$ cat config.mk
export PLATFORM = sky130hd
export DESIGN_NAME = imem_loader
export DESIGN_NICKNAME = d
export VERILOG_FILES = /design/src/rtl/imem_loader_pkg.sv /design/src/rtl/imem_loader_word_packer.sv /design/src/rtl/imem_loader.sv
export SDC_FILE = /design/constraint.sdc
export NUM_CORES = 1
export LEC_CHECK = 0
export CORE_MARGIN = 10
export CORE_UTILIZATION = 30
export DETAILED_ROUTE_END_ITERATION = 10
export SLEW_MARGIN = 20
export SYNTH_ARGS = -nofsm -noshare
export SYNTH_HDL_FRONTEND = slang
export SYNTH_SLANG_ARGS = --single-unit
$ cat constraint.sdc
create_clock -name i_clk -period 5.25 [get_ports i_clk]
set_input_delay 1.575 -clock i_clk [delete_from_list [all_inputs] [get_ports i_clk]]
set_output_delay 1.575 -clock i_clk [all_outputs]
set_load 0.1 [all_outputs]
$ cat src/rtl/imem_loader_pkg.sv
// Shared types and sizing helpers for the instruction-memory byte loader.
// Word geometry is derived from the DATA_WIDTH each instance is built with.
package imem_loader_pkg;

    typedef enum logic [1:0] {
        ST_IDLE  = 2'd0,
        ST_RECV  = 2'd1,
        ST_WRITE = 2'd2,
        ST_DONE  = 2'd3
    } state_e;

    localparam int DEFAULT_DATA_WIDTH = 32;

    function automatic int bytes_per_word(input int data_width);
        return data_width / 8;
    endfunction

    // Lane index is kept at least one bit wide so 8-bit words still elaborate.
    function automatic int lane_width(input int data_width);
        return (data_width / 8 > 1) ? $clog2(data_width / 8) : 1;
    endfunction

    localparam int BYTES_PER_WORD = bytes_per_word(DEFAULT_DATA_WIDTH);
    localparam int LANE_W         = lane_width(DEFAULT_DATA_WIDTH);

endpackage

$ cat src/rtl/imem_loader_word_packer.sv
// Assembles a little-endian word by dropping each byte into its lane.
// Clear has priority over load; lanes not yet written keep their old bytes.
module word_packer #(
    parameter int DATA_WIDTH = 32,
    parameter int LANE_W     = 2
) (
    input  logic                  i_clk,
    input  logic                  i_rst,
    input  logic [7:0]            i_byte,
    input  logic [LANE_W-1:0]     i_lane,
    input  logic                  i_load,
    input  logic                  i_clear,
    output logic [DATA_WIDTH-1:0] o_word
);

    logic [DATA_WIDTH-1:0] word_q, word_d;

    always_comb begin
        word_d = word_q;
        if (i_clear) begin
            word_d = '0;
        end else if (i_load) begin
            word_d[8*i_lane +: 8] = i_byte;
        end
    end

    always_ff @(posedge i_clk or posedge i_rst) begin
        if (i_rst) begin
            word_q <= '0;
        end else begin
            word_q <= word_d;
        end
    end

    assign o_word = word_q;

endmodule

$ cat src/rtl/imem_loader.sv
// Packs a byte stream into words and writes them to instruction memory from address 0.
// One write cycle per word; o_busy covers RECV and WRITE so the core can be held off.
module imem_loader
    import imem_loader_pkg::*;
#(
    parameter int DATA_WIDTH = 32,
    parameter int ADDR_WIDTH = 8
) (
    input  logic                  i_clk,
    input  logic                  i_rst,
    input  logic                  i_start,
    input  logic [ADDR_WIDTH:0]   i_word_count,
    input  logic                  i_byte_valid,
    input  logic [7:0]            i_byte,
    output logic                  o_byte_ready,
    output logic                  o_we,
    output logic [ADDR_WIDTH-1:0] o_waddr,
    output logic [DATA_WIDTH-1:0] o_wdata,
    output logic                  o_busy,
    output logic                  o_done,
    output logic                  o_err
);

    localparam int BYTES = bytes_per_word(DATA_WIDTH);
    localparam int LW    = lane_width(DATA_WIDTH);
    localparam logic [LW-1:0]       LAST_LANE = LW'(BYTES - 1);
    localparam logic [ADDR_WIDTH:0] DEPTH     = {1'b1, {ADDR_WIDTH{1'b0}}};

    state_e                state_q, state_d;
    logic [ADDR_WIDTH-1:0] addr_q, addr_d;
    logic [ADDR_WIDTH-1:0] waddr_q, waddr_d;
    logic [DATA_WIDTH-1:0] wdata_q, wdata_d;
    logic [ADDR_WIDTH:0]   count_q, count_d;
    logic [ADDR_WIDTH:0]   wcnt_q, wcnt_d;
    logic [LW-1:0]         idx_q, idx_d;
    logic                  err_q, err_d;
    logic                  pk_load, pk_clear;
    logic [DATA_WIDTH-1:0] packed_word;

    word_packer #(
        .DATA_WIDTH (DATA_WIDTH),
        .LANE_W     (LW)
    ) u_packer (
        .i_clk   (i_clk),
        .i_rst   (i_rst),
        .i_byte  (i_byte),
        .i_lane  (idx_q),
        .i_load  (pk_load),
        .i_clear (pk_clear),
        .o_word  (packed_word)
    );

    always_comb begin
        state_d  = state_q;
        addr_d   = addr_q;
        waddr_d  = waddr_q;
        wdata_d  = wdata_q;
        count_d  = count_q;
        wcnt_d   = wcnt_q;
        idx_d    = idx_q;
        err_d    = 1'b0;
        pk_load  = 1'b0;
        pk_clear = 1'b0;
        case (state_q)
            ST_IDLE: begin
                if (i_start) begin
                    if (i_word_count == '0) begin
                        state_d = ST_DONE;
                    end else if (i_word_count > DEPTH) begin
                        err_d = 1'b1;
                    end else begin
                        count_d  = i_word_count;
                        addr_d   = '0;
                        wcnt_d   = '0;
                        idx_d    = '0;
                        pk_clear = 1'b1;
                        state_d  = ST_RECV;
                    end
                end
            end
            ST_RECV: begin
                if (i_byte_valid) begin
                    pk_load = 1'b1;
                    if (idx_q == LAST_LANE) begin
                        idx_d   = '0;
                        state_d = ST_WRITE;
                    end else begin
                        idx_d = idx_q + 1'b1;
                    end
                end
            end
            ST_WRITE: begin
                // Capture what is on the bus so it stays stable between writes.
                waddr_d = addr_q;
                wdata_d = packed_word;
                wcnt_d  = wcnt_q + 1'b1;
                if (wcnt_q + 1'b1 == count_q) begin
                    state_d = ST_DONE;
                end else begin
                    addr_d  = addr_q + 1'b1;
                    state_d = ST_RECV;
                end
            end
            ST_DONE: begin
                state_d = ST_IDLE;
            end
            default: begin
                state_d = ST_IDLE;
            end
        endcase
    end

    always_ff @(posedge i_clk or posedge i_rst) begin
        if (i_rst) begin
            state_q <= ST_IDLE;
            addr_q  <= '0;
            waddr_q <= '0;
            wdata_q <= '0;
            count_q <= '0;
            wcnt_q  <= '0;
            idx_q   <= '0;
            err_q   <= 1'b0;
        end else begin
            state_q <= state_d;
            addr_q  <= addr_d;
            waddr_q <= waddr_d;
            wdata_q <= wdata_d;
            count_q <= count_d;
            wcnt_q  <= wcnt_d;
            idx_q   <= idx_d;
            err_q   <= err_d;
        end
    end

    assign o_byte_ready = (state_q == ST_RECV);
    assign o_we         = (state_q == ST_WRITE);
    assign o_busy       = (state_q == ST_RECV) || (state_q == ST_WRITE);
    assign o_done       = (state_q == ST_DONE);
    assign o_err        = err_q;
    assign o_waddr      = o_we ? addr_q : waddr_q;
    assign o_wdata      = o_we ? packed_word : wdata_q;

endmodule

==> metrics.md <==
| Metric | Value |
|---|---|
| Nets | `476` |
| GRT Max-Usage Layer | `met2` |
| Slew @ Worst Pin | `1005 ps` |
| Max incr delay on CP | `990 ps` |
| CTS tree | `yes` |
| Setup Crit Path Kind | `reg -> out` |
| Synthesized flop and latch total | `103` |
| Worst-path clk slew | `70 ps` |
| Mapped Cells | `377` |
| Slew headroom | `0.3281` |
| Crit path buffers/inverters | `3` |
| Initial DRC count | `208` |
| Final setup fails | `0` |
| Startpoint Class | `flop` |
| Worst R2R End | `addr_q[0]` |
| Final Hold Viols | `0` |
| Die H | `144.7 µm` |
| DIE AREA | `20940 µm²` |
| Area share of the largest cell type after synthesis | `0.5526` |
| Antenna cell count | `0` |
| Crit-path leading delay family | `buffers and inverters` |
| Synth cell types | `50` |
| Num ports | `66` |
| Skew-Pair Late Insertion Delay | `350 ps` |
| Placeable Area | `15200 µm²` |
| First-pass GRT wire length | `18290 µm` |
| TNS Setup | `0 ps` |
| Drt wl/cell | `17.29 µm` |
| Max Clock Freq | `216.2 MHz` |
| Worst R2R Start | `wcnt_q[0]` |
| Post_cts resized | `0` |
| Max clock buf depth | `2` |
| Drt first pass iters | `4` |
| Initial Util | `0.3068` |
| Die width | `144.7 µm` |
| Status | `finished clean` |
| Detailed Place HPWL | `7732 µm` |
| Met3 Track Usage GR | `0.04237` |
| All-Layer GR Usage | `0.1113` |
| Placer congestion estimate | `0.7727` |
| Post-layout min period | `4626 ps` |
| Main flop type after synthesis | `dfrtp_1` |
| Layout fillers | `1478` |
| Largest net degree at the start of global routing | `90` |
| Met1 usage | `0.1419` |
| Hold_ws | `494.6 ps` |
| Post-synth top cells | `dfrtp_1, mux2_2, a22o_1` |
| Setup Fix Bufs, Post-CTS | `0` |
| Vias per Instance | `5.121` |
| Largest cells by area after synthesis | `dfrtp_1, mux2_2, a22o_1, ha_1, o21ai_0` |
| Hold Crit Depth | `1` |
| Synth Warn # | `0` |
| CP Max Fanout | `27` |
| Synth-to-Final Area Change | `25.24%` |
| Initial antenna violation count | `0` |
| Hold buffers post-CTS | `0` |
| Worst Path Required | `3680 ps` |
| Port-buffer cells | `65` |
| Crit. End Element | `primary output` |
| Antenna Nets Post-Route | `0` |
| Tcrit/Tclk final | `0.8812` |
| Pwr per Cell Area | `510.5 nW/µm²` |
| Standard-cell rows | `45` |
| Sequential area share after synthesis | `0.5526` |
| Syn avg cell area | `12.37 µm²` |
| Clk sink count | `103` |
| Number of synthesized flops with an enable pin | `0` |
| Max VDD drop | `321.4 µV` |
| Max-cap viol count | `0` |
| Worst path cell trace | `inv_1, ha_2, buf_12, mux2_2, clkdlybuf4s50_1` |
| Hold WC Path Type | `reg -> reg` |
| GRT Residual Overflow | `0` |
| Met2 usage | `0.1669` |
| Clock root buffer master | `clkbuf_16` |
| Hold wc startpoint | `waddr_q[1]` |
| Syn_nets | `412` |
| Hold EP | `waddr_q[1]` |
| WP data arrival | `3050 ps` |
| Most frequent cell after synthesis | `dfrtp_1` |
| RSZ-0062 raised after global routing | `false` |
| Total wire length | `10960 µm` |
| FF-to-FF setup slack | `2540 ps` |
| Post-synthesis cell area | `4664 µm²` |
| Via Count | `3247` |
| Num CTS Buffers | `9` |
| Area leader, netlist | `dfrtp_1` |
| Crit-path slowest cell | `clkdlybuf4s50_1` |
| Layout Skew | `7.754 ps` |
| Layout cells sized above 1 | `0.1906` |
| Vias in the first global route | `3426` |
| Pins Over Slew Limit | `0` |
| CTS H-tree depth | `3` |
| DR DRC count | `0` |
| Ys async rst share | `1.000` |
| Worst r2r path cells | `7` |
| Leakage | `2.597 nW` |
==> flip-flops by register name, summed over array words and instances, names as in the netlist <==
| register | flops |
|---|---|
| wcnt_q | 9 |
| idx_q | 2 |
| addr_q | 8 |
| waddr_q | 8 |
| wdata_q | 32 |
| u_packer.o_word | 32 |
| o_err | 1 |
| state_q | 2 |
| count_q | 9 |
==> cell usage in the layout, fill, tap and decap left out, drive strengths merged, types with 3 or more instances in the layout <==
cell type	n
a22oi	8
nand3	14
buf	8
nor3b	3
inv	17
clkdlybuf4s50	65
o2bb2ai	6
nor2b	4
a221oi	6
mux2	50
o21ai	18
nand2	12
nor4	6
o31ai	4
clkinv	3
dfrtp	103
nor2	17
a21oi	6
xnor2	6
a22o	25
clkbuf	11
ha	14
and3	10
a31oi	7
==> logic make-up after synthesis <==
kind of cell	Yosys count	synth area share
flops	103	0.5526
compound gates	89	0.1478
simple gates	76	0.08879
mux	51	0.1237
buf+inv	36	0.03460
fa+ha+maj	14	0.03755
xor+xnor	8	0.01502
==> power breakdown <==
part | switching (mW) | total, mW | internal, mW
sequential | 0.0965 | 1.02 | 0.921
clock | 0.293 | 0.688 | 0.395
combinational | 0.872 | 1.28 | 0.406
total | 1.26 | 2.98 | 1.72
==> cell type report <==
cell class,instances,area [µm²],area share
inverters,16,65.06,0.01114
clock inverters,5,53.80,0.009210
clock buffers,11,252.7,0.04326
multi-input cells,238,1934,0.3311
repair buffers,73,723.2,0.1238
flip-flops and latches,103,2577,0.4412
well taps,188,235.2,0.04027
==> through the flow <==
step,std cells,cell area [µm²],power (mW),worst slack (ps),utilization
after global routing,634,5842,3.136,489.0,0.3843
after global placement,618,5527,2.289,1002,0.3635
after CTS,634,5833,3.013,586.8,0.3837
after floorplan,377,4664,2.002,926.6,-
after detailed placement,618,5527,2.310,993.0,0.3635
final,634,5842,2.982,623.9,0.3843
==> worst register-to-register path, cell delays in order (launching register included) <==
cell and delay [ps]:
dfrtp_1 490, ha_1 290, and2_4 210, nand2_2 60, or3_4 350, a2111oi_4 660
a21oi_4 200, mux2_4 340
==> routing by layer <==
layer	vias up	wire length, µm
li1	1525	-
met1	1626	5079
met2	83	4998
met3	13	724
met4	0	161
met5	-	0
==> how the worst max path moves through the flow <==
stage / to / startpoint / slack (ps) / depth (start not counted)
final: o_wdata[29] / state_q[0] / 620 / 5
after global routing: o_wdata[29] / state_q[0] / 490 / 5
after CTS: o_wdata[29] / state_q[0] / 590 / 5
after detailed placement: o_wdata[29] / state_q[0] / 990 / 5
after global placement: u_packer.o_word[8] / i_word_count[5] / 1000 / 8
after floorplan: o_waddr[0] / state_q[0] / 930 / 6
No activity file was read; power rests on OpenSTA's default activity.
